## config.mk

```make
export PLATFORM = sky130hd
export DESIGN_NAME = hex_display_scan
export DESIGN_NICKNAME = d
export VERILOG_FILES = /design/src/rtl/hex_display_scan_pkg.sv /design/src/rtl/tick_gen.sv /design/src/rtl/hex_display_scan.sv
export SDC_FILE = /design/constraint.sdc
export NUM_CORES = 1
export LEC_CHECK = 0
export CAP_MARGIN = 5
export CORE_MARGIN = 5
export CORE_UTILIZATION = 55
export DETAILED_ROUTE_END_ITERATION = 10
export PLACE_DENSITY = 0.77
export SYNTH_ARGS = -nofsm -noshare
export SYNTH_HDL_FRONTEND = slang
export SYNTH_SLANG_ARGS = --single-unit
```

## constraint.sdc

```tcl
create_clock -name clk -period 3.2 [get_ports clk]
set_clock_uncertainty 0.05 [all_clocks]
set_input_delay 0.96 -clock clk [delete_from_list [all_inputs] [get_ports clk]]
set_output_delay 0.96 -clock clk [all_outputs]
set_load 0.05 [all_outputs]
```

## src/rtl/hex_display_scan_pkg.sv

```systemverilog
// Shared constants and helpers for the multiplexed hex display scanner.
package hex_display_scan_pkg;

  localparam int unsigned NUM_DIGITS          = 4;
  localparam int unsigned NIB_W               = 4;
  localparam int unsigned VALUE_W             = NUM_DIGITS * NIB_W;
  localparam int unsigned IDX_W               = 2;
  localparam int unsigned REFRESH_DIV_DEFAULT = 50000;

  localparam logic [NUM_DIGITS-1:0] ANODE_OFF = 4'b1111;

  typedef logic [NIB_W-1:0]      nibble_t;
  typedef logic [VALUE_W-1:0]    value_t;
  typedef logic [IDX_W-1:0]      idx_t;
  typedef logic [NUM_DIGITS-1:0] anode_t;

  // Nibble shown in slot idx.
  function automatic nibble_t sel_nibble(input value_t v, input idx_t idx);
    nibble_t n;
    case (idx)
      2'd0:    n = v[3:0];
      2'd1:    n = v[7:4];
      2'd2:    n = v[11:8];
      default: n = v[15:12];
    endcase
    return n;
  endfunction

  // Active-low anode pattern for slot idx, with optional leading-zero blanking.
  function automatic anode_t anode_pattern(input value_t v, input idx_t idx,
                                           input logic blank_lz);
    logic   blank;
    anode_t one_hot;
    case (idx)
      2'd0:    blank = 1'b0;
      2'd1:    blank = (v[15:4] == 12'h000);
      2'd2:    blank = (v[15:8] == 8'h00);
      default: blank = (v[15:12] == 4'h0);
    endcase
    one_hot = 4'b0001 << idx;
    return (blank && blank_lz) ? ANODE_OFF : ~one_hot;
  endfunction

endpackage

```

## src/rtl/tick_gen.sv

```systemverilog
// Free-running prescaler; tick_o is high for the last cycle of each DIV-cycle period.
module tick_gen #(
  parameter int unsigned DIV = 50000
) (
  input  logic clk,
  input  logic rst,
  output logic tick_o
);

  localparam int unsigned CNT_W = (DIV > 1) ? $clog2(DIV) : 1;
  localparam logic [CNT_W-1:0] LAST = CNT_W'(DIV - 1);

  logic [CNT_W-1:0] cnt_q, cnt_d;
  logic             tick_q, tick_d;

  // tick is registered by looking one count ahead.
  always_comb begin
    cnt_d  = (cnt_q == LAST) ? '0 : cnt_q + CNT_W'(1);
    tick_d = (cnt_d == LAST);
  end

  always_ff @(posedge clk or posedge rst) begin
    if (rst) begin
      cnt_q  <= '0;
      tick_q <= 1'b0;
    end else begin
      cnt_q  <= cnt_d;
      tick_q <= tick_d;
    end
  end

  assign tick_o = tick_q;

endmodule

```

## src/rtl/hex_display_scan.sv

```systemverilog
// Four-digit time-multiplexed hex display scanner with frame-synchronous value commit.
module hex_display_scan
  import hex_display_scan_pkg::*;
#(
  parameter int unsigned REFRESH_DIV = REFRESH_DIV_DEFAULT
) (
  input  logic        clk,
  input  logic        rst,
  input  logic        load,
  input  logic [15:0] value,
  input  logic        blank_lz,
  output logic [3:0]  digit,
  output logic [3:0]  an,
  output logic        frame_done
);

  logic    tick;
  logic    frame_end;
  idx_t    idx_q, idx_d;
  value_t  committed_q, committed_d;
  value_t  pending_q, pending_d;
  logic    pend_flag_q, pend_flag_d;
  nibble_t digit_q, digit_d;
  anode_t  an_q, an_d;
  logic    frame_done_q, frame_done_d;

  tick_gen #(.DIV(REFRESH_DIV)) u_tick_gen (
    .clk    (clk),
    .rst    (rst),
    .tick_o (tick)
  );

  assign frame_end = tick && (idx_q == idx_t'(NUM_DIGITS - 1));

  // Loads are staged in pending and only committed at a frame boundary, so a frame never tears.
  always_comb begin
    idx_d        = idx_q;
    committed_d  = committed_q;
    pending_d    = pending_q;
    pend_flag_d  = pend_flag_q;
    digit_d      = digit_q;
    an_d         = an_q;
    frame_done_d = frame_end;

    if (tick) begin
      idx_d = idx_q + idx_t'(1);
    end

    if (frame_end) begin
      pend_flag_d = 1'b0;
      if (load) begin
        committed_d = value;
      end else if (pend_flag_q) begin
        committed_d = pending_q;
      end
    end else if (load) begin
      pending_d   = value;
      pend_flag_d = 1'b1;
    end

    if (tick) begin
      digit_d = sel_nibble(committed_d, idx_d);
      an_d    = anode_pattern(committed_d, idx_d, blank_lz);
    end
  end

  always_ff @(posedge clk or posedge rst) begin
    if (rst) begin
      idx_q        <= '0;
      committed_q  <= '0;
      pending_q    <= '0;
      pend_flag_q  <= 1'b0;
      digit_q      <= '0;
      an_q         <= 4'b1110;
      frame_done_q <= 1'b0;
    end else begin
      idx_q        <= idx_d;
      committed_q  <= committed_d;
      pending_q    <= pending_d;
      pend_flag_q  <= pend_flag_d;
      digit_q      <= digit_d;
      an_q         <= an_d;
      frame_done_q <= frame_done_d;
    end
  end

  assign digit      = digit_q;
  assign an         = an_q;
  assign frame_done = frame_done_q;

endmodule

```

==> impl_metrics.toml <==
[run_status]
status = "completed"

[cts]
cts-root-buf = "clkbuf_8"
cts.path.max_buffers = 2
h-tree-depth = 3
ctsResizeCount = 0
hold_buffers = 0
cts_tree = "built"
numCtsBuffers = 9
post_cts_buffers = 0
path_clk_slew_ns = 0.07
cts.sinks = 61
clock_latency_ns = 0.33

[sta]
slew_violations = 0
tns_ns = 0
slew-limit-headroom = 0.337
fin_crit_sh = 0.853
setup_viol = 0
finalCriticalPeriod_ns = 2.73
max_slew.worst_pin.slew_ns = 0.994
grt_setup_unrepaired = "no"
hold-worst-slack_ns = 0.439
max_freq_mhz = 366
hold_viol_final = 0

[critical_path]
worstRegToRegCells = 8
slowest_stage = "clkdlybuf4s50_1"
worst_setup_path_end_kind = "register"
crit_cells = 7
rr_startpoint = "idx_q[0]"
critPathMaxStageDelay_ns = 0.62
arrival_ns = 2.94
timing.rr.end = "an[1]"
worst-path-buf-inv = 1
endpoint = "an[1]"
required_ns = 3.41
startpoint = "load"
reg2reg_slack_ns = 0.80
crit_family = "compound AO/OA/AOI/OAI gates"
worstSetupStartpointType = "input port"
critical_path_class = "in -> reg"
worstPathCellList = "clkdlybuf4s50_1 -> nor2b_1 -> a221oi_1 -> o32a_1 -> o31ai_1 -> a311oi_1 -> a21oi_1"
crit_fanout = 8

[min_path]
hold_path.class = "reg -> reg"
min_path_cells = 1

[place]
dp_hpwl_um = 4680
io_buffer_count = 28
post_dp_cell_area_um2 = 3480
gp_congestion = 0.875

[die]
chipWidth_um = 85.3
die_area_um2 = 7280
start_util = 0.566
core_um2 = 5510
die-height_um = 85.3
io_pins = 29
floorplan.rows = 27

[cells_and_area]
diodes = 0
drive_gt1_frac = 0.164
final_area_um2 = 3720
fillerInstances = 408
nets = 348
utilization = 0.676
syn2layout_area_growth_pct = 19.4

[pwr]
switching_share = 0.204
clkPwrFrac = 0.463
p_comb_frac = 0.067
seq_power_share = 0.469
power.internal_uw = 1390
power_density_nw_per_um2 = 467
ir_drop_mv = 0.313
p_leak_uw = 0.00162
power_uw = 1740
power.switching_uw = 356

[logic_synthesis]
async_flop_share = 1.00
synth.top_cell.area_share = 0.465
synth_most_common_cell = "dfrtp_1"
synthesis.nets = 317
netlist_top_cells_count = "dfrtp_1, nor2_1, inv_1, nor2b_1, o21ai_1"
ys_top_cells_by_area = "dfrtp_1, mux2_2, nor2_1, nor2b_1, mux2i_1"
postSynthCellCount = 294
yosys_warnings = 0
synth_edf_count = 0
ys_seq_area_frac = 0.491
yosysTopAreaCell = "dfrtp_1"
synth_area_per_cell_um2 = 10.6
synth-seq-cells = 61
yosysUniqueCellTypes = 57
synth_ff_type = "dfrtp_1"
synth_area_um2 = 3120

[routing]
antenna_left = 0
wl_per_cell_um = 16.4
drt-total-wl_um = 6610
via_count = 2323
drcViolationCount = 0
routed_via_density = 5.78
dr.pass1.iters = 4
drt_iter0_drc = 194

[global_routing]
grt_pass1_wl_um = 11200
gr-total-overflow = 0
track_usage = 0.198
grt_pass1_vias = 2327
grt_max_degree = 62
antenna_found_initial = 0

[job]
maxCapViolations = 0
## how the worst min path moves through the flow
stage	start	to	slack, ns
2_1_floorplan	u_tick_gen.cnt_q[15]	u_tick_gen.cnt_q[15]	0.40
3_3_place_gp	pending_q[1]	pending_q[1]	0.42
3_5_place_dp	pending_q[0]	pending_q[0]	0.43
4_1_cts	pending_q[0]	pending_q[0]	0.44
5_1_grt	pending_q[0]	pending_q[0]	0.47
6_report	pending_q[1]	pending_q[1]	0.44
## cell families (layout without fill, tap and decap cells)
family	after synthesis	count (layout)	synth area share
AND/OR/NAND/NOR	95	95	0.184
AO/OA/AOI/OAI	67	67	0.144
flip-flops	61	61	0.491
buffers and inverters	29	65	0.0421
multiplexers	23	23	0.0798
XOR/XNOR	16	16	0.0473
adder cells (fa/ha/maj)	3	3	0.0120
## sequential cells by signal, indices dropped and copies added (netlist names)
| name | flops |
|---|---|
| pend_flag_q | 1 |
| u_tick_gen.tick_o | 1 |
| u_tick_gen.cnt_q | 16 |
| committed_q | 16 |
| digit | 4 |
| pending_q | 16 |
| idx_q | 2 |
| frame_done | 1 |
| an | 4 |
## power by group through the flow
stage	registers, µW	logic, µW	clock network [µW]
CTS	817	119	828
finish	817	117	807
floorplan	826	70.2	0
detailed placement	831	119	0
global route	820	130	866
global placement	830	116	0
## per-stage QoR
stage | cells | setup WS [ns]
floorplan | 294 | 0.682
global placement | 386 | 0.247
detailed placement | 386 | 0.167
CTS | 402 | 0.493
global route | 402 | 0.343
finish | 402 | 0.471
## routing by layer
metal / vias up / share of wire / GRT usage
met5: - / 0 / 0
met4: 0 / 0.018 / 0.0763
met3: 8 / 0.045 / 0.0660
met2: 48 / 0.50 / 0.321
met1: 1145 / 0.44 / 0.243
li1: 1122 / - / -
## cells in the final DEF, fill, tap and decap left out, types with 3 or more instances in the layout
cell             netlist  layout
nand2_1               11      11
dfrtp_1               58      58
a31oi_1               10      10
buf_4                  2       6
mux2_2                11      11
nand4b_1               3       3
nor3_1                 4       4
xor2_1                 9       9
nor2_1                26      26
nand3_1                7       7
ha_1                   3       3
and3_1                 3       3
mux2_1                 4       4
clkdlybuf4s50_1        0      28
clkbuf_8               0      13
nor4_1                 3       3
inv_1                 13      12
mux2i_1                8       8
nor2b_1               13      13
xnor2_1                6       6
dfstp_2                3       3
nand3b_1               5       5
o221a_2                3       3
o22a_1                 3       3
a21oi_1               10      10
a22oi_1               10      10
o21ai_1               13      13
o21ai_0                6       6
nand4_1                3       3
## layout make-up
type | instances | area (µm²) | area share
Tap cell | 72 | 90.1 | 0.0242
Timing Repair Buffer | 35 | 345 | 0.0927
Clock inverter | 3 | 65.1 | 0.0175
Inverter | 14 | 57.6 | 0.0155
Sequential cell | 61 | 1530 | 0.411
Multi-Input combinational cell | 204 | 1460 | 0.391
Clock buffer | 13 | 179 | 0.0480
Power figures use the tool's default switching activity.
